**src/rtl/pc_ras.sv**
```systemverilog
// pc_ras: DLX fetch-stage program counter with a circular return-address stack.
// Commands: sequential, relative, absolute, call (rel/abs), return, hold.
// Optional feature macro: PC_ALIGN_CHECK_EN. When defined, a misaligned next PC
// holds the PC, leaves the RAS untouched and pulses pc_misalign. When undefined,
// pc_misalign is tied to 0 and targets load unchecked.
module pc_ras #(
  parameter int unsigned             WIDTH        = 32,
  parameter int unsigned             RAS_DEPTH    = 8,
  parameter logic [WIDTH-1:0]        RESET_VECTOR = '0,
  parameter int unsigned             INC          = 4
) (
  input  logic                           clk,
  input  logic                           reset,
  input  logic                           IF,
  input  logic [2:0]                     pc_cmd,
  input  logic [WIDTH-1:0]               pc_v,
  output logic [WIDTH-1:0]               i_address,
  output logic [$clog2(RAS_DEPTH):0]     ras_count,
  output logic                           ras_empty,
  output logic                           ras_full,
  output logic                           ras_overflow,
  output logic                           ras_underflow,
  output logic                           pc_misalign
);

  localparam int unsigned PtrW = $clog2(RAS_DEPTH);
  localparam int unsigned CntW = PtrW + 1;

  typedef enum logic [2:0] {
    CmdSeq     = 3'b000,
    CmdRel     = 3'b001,
    CmdAbs     = 3'b010,
    CmdCallRel = 3'b011,
    CmdCallAbs = 3'b100,
    CmdRet     = 3'b101,
    CmdHold    = 3'b110,
    CmdRsvd    = 3'b111
  } pc_cmd_e;

  logic [WIDTH-1:0] pc_q, pc_d;
  logic [PtrW-1:0]  top_q, top_d;
  logic [CntW-1:0]  count_q, count_d;
  logic             ovf_q, ovf_d;
  logic             udf_q, udf_d;
  logic [WIDTH-1:0] ras_q [RAS_DEPTH];

  logic [WIDTH-1:0] pc_inc;
  logic [WIDTH-1:0] pc_rel;
  logic [WIDTH-1:0] next_pc;
  logic [PtrW-1:0]  top_inc;
  logic             stack_empty;
  logic             stack_full;
  logic             push;
  logic             pop;
  logic             ret_empty;
  logic             misaligned;

  assign pc_inc      = pc_q + WIDTH'(INC);
  assign pc_rel      = pc_q + pc_v;
  assign top_inc     = top_q + PtrW'(1);
  assign stack_empty = (count_q == '0);
  assign stack_full  = (count_q == CntW'(RAS_DEPTH));

  // Decode the command into a candidate next PC and a stack action.
  always_comb begin
    next_pc   = pc_q;
    push      = 1'b0;
    pop       = 1'b0;
    ret_empty = 1'b0;
    unique case (pc_cmd_e'(pc_cmd))
      CmdSeq:     next_pc = pc_inc;
      CmdRel:     next_pc = pc_rel;
      CmdAbs:     next_pc = pc_v;
      CmdCallRel: begin
        next_pc = pc_rel;
        push    = 1'b1;
      end
      CmdCallAbs: begin
        next_pc = pc_v;
        push    = 1'b1;
      end
      CmdRet: begin
        if (stack_empty) begin
          next_pc   = pc_inc;
          ret_empty = 1'b1;
        end else begin
          next_pc = ras_q[top_q];
          pop     = 1'b1;
        end
      end
      CmdHold:    next_pc = pc_q;
      CmdRsvd:    next_pc = pc_inc;
      default:    next_pc = pc_inc;
    endcase
  end

`ifdef PC_ALIGN_CHECK_EN
  assign misaligned = |next_pc[1:0];
`else
  assign misaligned = 1'b0;
`endif

  // Next-state for PC, stack pointer, occupancy and event pulses.
  always_comb begin
    pc_d    = pc_q;
    top_d   = top_q;
    count_d = count_q;
    ovf_d   = 1'b0;
    udf_d   = 1'b0;
    if (IF && !misaligned) begin
      pc_d  = next_pc;
      udf_d = ret_empty;
      if (push) begin
        top_d   = top_inc;
        // A full stack overwrites its oldest slot, so occupancy saturates.
        count_d = stack_full ? count_q : count_q + CntW'(1);
        ovf_d   = stack_full;
      end else if (pop) begin
        top_d   = top_q - PtrW'(1);
        count_d = count_q - CntW'(1);
      end
    end
  end

  // Architectural state with synchronous reset.
  always_ff @(posedge clk) begin
    if (reset) begin
      pc_q    <= RESET_VECTOR;
      top_q   <= '0;
      count_q <= '0;
      ovf_q   <= 1'b0;
      udf_q   <= 1'b0;
    end else begin
      pc_q    <= pc_d;
      top_q   <= top_d;
      count_q <= count_d;
      ovf_q   <= ovf_d;
      udf_q   <= udf_d;
    end
  end

  // Stack storage; contents are don't-care after reset so no reset here.
  always_ff @(posedge clk) begin
    if (!reset && IF && !misaligned && push) begin
      ras_q[top_inc] <= pc_inc;
    end
  end

`ifdef PC_ALIGN_CHECK_EN
  logic mis_q;

  // Misalignment pulse, one cycle per rejected update.
  always_ff @(posedge clk) begin
    if (reset) begin
      mis_q <= 1'b0;
    end else begin
      mis_q <= IF && misaligned;
    end
  end

  assign pc_misalign = mis_q;
`else
  assign pc_misalign = 1'b0;
`endif

  assign i_address     = pc_q;
  assign ras_count     = count_q;
  assign ras_empty     = stack_empty;
  assign ras_full      = stack_full;
  assign ras_overflow  = ovf_q;
  assign ras_underflow = udf_q;

endmodule

```
**config.mk**
```make
export PLATFORM = sky130hd
export DESIGN_NAME = pc_ras
export DESIGN_NICKNAME = d
export VERILOG_FILES = /design/src/rtl/pc_ras.sv
export SDC_FILE = /design/constraint.sdc
export NUM_CORES = 1
export LEC_CHECK = 0
export BUFFER_PORTS_ARGS = -buffer_cell sky130_fd_sc_hd__buf_2
export CAP_MARGIN = 40
export CORE_UTILIZATION = 66
export DETAILED_ROUTE_END_ITERATION = 7
export HOLD_SLACK_MARGIN = 0.08
export PLACE_DENSITY = 0.9
export SLEW_MARGIN = 15
export SYNTH_ARGS = -nofsm -noshare
export SYNTH_HDL_FRONTEND = slang
export SYNTH_SLANG_ARGS = --single-unit
```
**constraint.sdc**
```tcl
create_clock -name clk -period 8.25 [get_ports clk]
set_input_delay 0.4125 -clock clk [delete_from_list [all_inputs] [get_ports clk]]
set_output_delay 0.4125 -clock clk [all_outputs]
set_load 0.005 [all_outputs]
```
# Word-level counts from Yosys, hierarchy flattened
# Memories as Yosys holds them, arrays and structs flattened. A register that Yosys moved wholly into a read port is not among the register bits.
# Cells that the tools add are included.
dict set report op_classes {
  n_addsub 6
  n_eq_ne 9
  muxes 15
  n_bitwise 4
  n_reduce_logical 15
}
# cell n
set op_table {}
lappend op_table {{$pmux 32 s4} 1}
lappend op_table {{$add 32x3->32 const B} 1}
lappend op_table {{$add 32x32->32} 1}
lappend op_table {{$mux 32} 1}
lappend op_table {{$eq 3x3->1 const B} 4}
lappend op_table {{$mux 3} 4}
lappend op_table {{$mux 4} 3}
lappend op_table {{$reduce_or 2->1} 4}
lappend op_table {{$eq 3x2->1 const B} 2}
lappend op_table {{$mux 1} 6}
lappend op_table {{$reduce_or 3->1} 2}
lappend op_table {{$add 4x1->4 const B} 1}
lappend op_table {{$eq 4x4->1 const B} 1}
lappend op_table {{$logic_not 4->1} 1}
lappend op_table {{$not 1->1} 4}
lappend op_table {{$reduce_and 2->1} 2}
lappend op_table {{$sub 4x1->4 const B} 1}
lappend op_table {{$add 3x1->3 const B} 1}
lappend op_table {{$eq 3x1->1 const B} 1}
lappend op_table {{$logic_not 3->1} 1}
lappend op_table {{$reduce_and 3->1} 1}
lappend op_table {{$sub 3x1->3 const B} 1}
lappend op_table {{$logic_and 1x1->1} 2}
lappend op_table {{$ne 2x2->1 const B} 1}
lappend op_table {{other kinds (2)} 2}
dict set report word_totals {
  regBits 41
  mem_bits_rw 256
  input_bits 38
  out_inout_bits 41
  word_cells 55
  n_memories 1
}
# name words width read_ports rd_ports_with_merged_regs write_ports line
set memory_table {}
lappend memory_table {ras_q 8 32 1 1 1 45} ;# logic [WIDTH-1:0] ras_q [RAS_DEPTH];

# Depth between registers and ports, before layout
dict set report logic_depth {
  word_depth 7
  depth_mapped 11
  depth_no_buf 11
}

# Worst setup path before layout
# No wires, ideal clock.
dict set report synth_path {
  path_type {input-to-reg}
  startpoint {input pc_cmd[2]}
  endpoint {memory ras_q[0][0] (enable)}
  setup_ns 0.461
  arrival_time_ns 3.957
  required_ns 7.789
  slack_ns 3.832
  cell_stages 8
  path_buffers 1
  cell_sequence {buf_2 > nand2b_1 > or2_2 > o21ai_1 > inv_1 > nor3_1 > nand2_1 > nor3_1}
}
dict set report synth_between {
  elab_chain_cells 6
  word_cells_on_any_way 7
  cone_classes {eq/ne (2); mux (3); reduce/logical (2)}
}
# element line
set synth_rtl {}
lappend synth_rtl {{from (decl)} 15} ;# input logic [2:0] pc_cmd,
lappend synth_rtl {{$eq 3x3->1 or $eq 3x2->1 (tied branches)} 70} ;# unique case (pc_cmd_e'(pc_cmd))
lappend synth_rtl {{$reduce_or 2->1 (no line) (*)} n/a}
lappend synth_rtl {{$mux 1 (*)} 70}
lappend synth_rtl {{$logic_and 1x1->1 (*)} 144} ;# if (!reset && IF && !misaligned && push) begin
lappend synth_rtl {{$mux 1 (*)} 144}
lappend synth_rtl {{$mux 1 (not written as such) (*)} 145} ;# ras_q[top_inc] <= pc_inc;
lappend synth_rtl {{to (decl)} 45}
# Every way passes the cells marked *; elsewhere a longest branch is shown, timed or not.

# Worst setup path after layout
dict set report layout_path {
  startpoint {register pc_q[1] (netlist: i_address[1])}
  endpoint {register pc_q[31] (netlist: i_address[31])}
}
dict set report layout_between {
  elab_chain_cells 3
  word_cells_on_any_way 4
  cone_classes {add/sub (2); mux (2)}
}
# element line
set layout_rtl {}
lappend layout_rtl {{from (decl)} 40} ;# logic [WIDTH-1:0] pc_q, pc_d;
lappend layout_rtl {{from (signal assigned)} 134} ;# pc_q <= pc_d;
lappend layout_rtl {{$add 32x3->32} 58} ;# assign pc_inc = pc_q + WIDTH'(INC);
lappend layout_rtl {{$mux 32} 83} ;# if (stack_empty) begin
lappend layout_rtl {{$pmux 32 s4 (*)} 70}
# Marks and branches as above.
# A chain may end at the register's enable or synchronous reset.

==> results_dict.tcl <==
set metrics [dict create \
    status "completed" \
    cts_root_buffer "clkbuf_16" \
    path_clk_slew_ps 70 \
    cts_setup_buffers 0 \
    yosys_warnings 0 \
    critical_path_class "reg2reg" \
    vias_per_cell 7.41 \
    cp-start-kind "register" \
    place.port_buffers 77 \
    cp_data_arrival_time_ps 4090 \
    tightest_slew_ps 966 \
    finalHoldViolCount 0 \
    crit_chain "ha_1, a211oi_1, nor2_1, o31ai_2, o221ai_1, o21ai_1, o211ai_1, and3_1, nor4b_1, nor3b_1" \
    synth-edff-count 256 \
    crit_required_ps 8670 \
    dr_wl_met2_um 19900 \
    groute.usage.overall 0.376 \
    grt_max_degree 49 \
    drive_gt1_frac 0.223 \
    min_period_ps 3670 \
    finClkSkew_ps 19.5 \
    die_height_um 148 \
    min_path_type "in2reg" \
    ys_seq_area_frac 0.607 \
    path_buf_inv 0 \
    hold_path_startpoint "pc_v[18]" \
    drc 0 \
    numCtsBuffers 29 \
    maxCapViolCount 0 \
    met3RoutedLength_um 5050 \
    slowest_stage "dfxtp_1" \
    synth_fp_nets 1069 \
    fill_cells 1101 \
    nets 1156 \
    cp-end-kind "register" \
    syn2layout_area_growth_pct 14.2 \
    finalMaxSlewViolations 0 \
    wl_met1_um 13500 \
    syn_inst 993 \
    slowest_delay_ps 630 \
    drt-wirelength-per-cell_um 29.5 \
    hpwl_um 24300 \
    initial_core_util 0.671 \
    syn_area_um2 14100 \
    dieArea_um2 22000 \
    grt_antenna_before_repair 1 \
    cts_hold_buffers 0 \
    rr_startpoint "i_address[1]$_SDFFE_PP0P_" \
    async_reset_ff_frac 0 \
    synthFlopType "edfxtp_1" \
    irDropWorstVdd_v 0.000153 \
    slew_headroom 0.351 \
    grt_pass1_vias 9997 \
    vias 10200 \
    ant_nets 0 \
    dr.max_layer_used "met4" \
    grt_setup_unrepaired "no" \
    cts_resized 0 \
    path_max_fanout 12 \
    cts.sinks 300 \
    gp_congestion 0.926 \
    avgSynthCellArea_um2 14.2 \
    setup.worst_path.start "i_address[1]$_SDFFE_PP0P_" \
    cts_max_path_buffers 3 \
    clk-insertion-delay-late_ps 550 \
    gr-total-overflow 0 \
    setup_violations 0 \
    synthDistinctLibCells 70 \
    max_freq_ghz 0.272 \
    crit_family "compound AO/OA/AOI/OAI gates" \
    stdcell_count 1378 \
    placedCellCount 1323 \
    cts_tree "yes" \
    coreArea_um2 21000 \
    drt_wl_total_um 40600 \
    tns_ps 0 \
    powerDensity_nw_per_um2 233 \
    ys_ff_latch 300 \
    firstDrtPassIters 5 \
    htree_num_levels 1 \
    die_width_um 148 \
    grt_pass1_wl_um 60200 \
    drt_iter0_drc 1380 \
    rows 53 \
    pin_count 79 \
    fin_crit_sh 0.445 \
    p_leak_nw 5.69 \
]
[registers in the layout (all words and copies together), names as in the netlist, named ones only]
signal and cells:
i_address 32, top_q 3, ras_overflow 1, ras_count 4, ras_q 256, ras_underflow 1
[area by class of cell]
cell class | count | area, um^2 | area share
flip-flops and latches | 300 | 8570 | 0.532
multi-input cells | 624 | 5330 | 0.331
clock buffers | 30 | 729 | 0.0453
repair buffers | 100 | 678 | 0.0421
clock inverters | 23 | 353 | 0.0219
well taps | 275 | 344 | 0.0214
inverters | 25 | 93.8 | 0.00583
diodes | 1 | 2.50 | 0.000155
[Yosys cell counts, types with 3 or more instances]
library cell / number / area share
o211ai_1: 9 / 0.0048
and3_1: 10 / 0.0044
o21ai_1: 5 / 0.0018
nand4_1: 5 / 0.0022
a21oi_1: 73 / 0.026
xor2_1: 23 / 0.014
buf_2: 13 / 0.0046
a21o_1: 17 / 0.0090
o21a_1: 4 / 0.0021
nor3_1: 23 / 0.0082
nor4_1: 4 / 0.0018
or4_1: 3 / 0.0016
dfxtp_1: 44 / 0.062
nand3_1: 18 / 0.0064
o21bai_1: 6 / 0.0032
nor4b_1: 4 / 0.0025
mux2i_1: 32 / 0.023
edfxtp_1: 256 / 0.54
and2_1: 4 / 0.0018
nand2_1: 36 / 0.0096
o21ai_0: 55 / 0.020
a221oi_1: 17 / 0.011
buf_1: 3 / 0.00080
nand2b_1: 5 / 0.0022
a211oi_1: 12 / 0.0064
buf_4: 3 / 0.0016
or2_2: 3 / 0.0013
a31oi_1: 3 / 0.0013
inv_1: 25 / 0.0067
mux4_2: 62 / 0.099
xnor2_1: 31 / 0.019
clkbuf_1: 24 / 0.0064
mux2_2: 4 / 0.0032
a221oi_2: 3 / 0.0032
ha_1: 36 / 0.032
nor2_1: 72 / 0.019
o22ai_1: 4 / 0.0018
[worst reg2reg max path: stages, from the launching register on]
cell and delay (ps):
dfxtp_1 630, ha_1 340, a211oi_1 220, nor2_1 120, o31ai_2 410, o221ai_1 410, o21ai_1 440, o211ai_1 220
and3_1 240, nor4b_1 400, nor3b_1 110
[path summary, 6_finish.rpt]
path                            depth (start not counted)                         end  slack (ps)
worst min-delay path                                    5  i_address[18]$_SDFFE_PP0P_         250
worst max register to register                         10  i_address[31]$_SDFFE_PP0P_        4580
worst min register to register                          2   ras_count[3]$_SDFFE_PP0P_         520
worst max-delay path                                   10  i_address[31]$_SDFFE_PP0P_        4580
[per-stage QoR]
step	power [W]	utilization	worst slack, ps	hold slack [ps]	area [um^2]
floorplan	0.00207	-	3830	495	14100
global placement	0.00220	0.706	4710	503	14800
detailed placement	0.00222	0.713	4430	527	15000
CTS	0.00372	0.765	4660	239	16100
global route	0.00383	0.766	4530	292	16100
finish	0.00375	0.766	4580	251	16100
[cell usage in the layout (no fill, tap or decap), drive strengths merged, types with 26 or more instances in the layout]
cell type	instances
nand2	36
xnor2	31
a21oi	76
mux2i	32
o21ai	60
dfxtp	44
edfxtp	256
mux4	64
clkbuf	30
nor2	72
inv	26
ha	36
buf	99
[cells by family (layout without fill, tap and decap cells)]
group                    Yosys count  count (layout)  share of synthesized area
buffers and inverters             69             178                     0.0208
XOR/XNOR                          54              54                     0.0335
AO/OA/AOI/OAI                    231             231                      0.106
multiplexers                     100             100                      0.129
adder cells (fa/ha/maj)           38              38                     0.0348
flip-flops                       300             300                      0.607
other                              1               2                   0.000266
AND/OR/NAND/NOR                  200             200                     0.0691
[where the power goes]
part / switching [W] / internal, W / total [W] / leakage, nW
logic: 0.000301 / 0.000188 / 0.000488 / 2.44
clock network: 0.000600 / 0.000926 / 0.00153 / 0.517
registers: 0.0000448 / 0.00169 / 0.00174 / 2.73
total: 0.000945 / 0.00280 / 0.00375 / 5.69
[layer usage]
metal  vias up  track usage
met5         -            0
met4         0        0.196
met3       227       0.0933
met2       960        0.614
met1      4926        0.469
li1       4093            -
No activity file was read; power rests on OpenSTA's default activity.
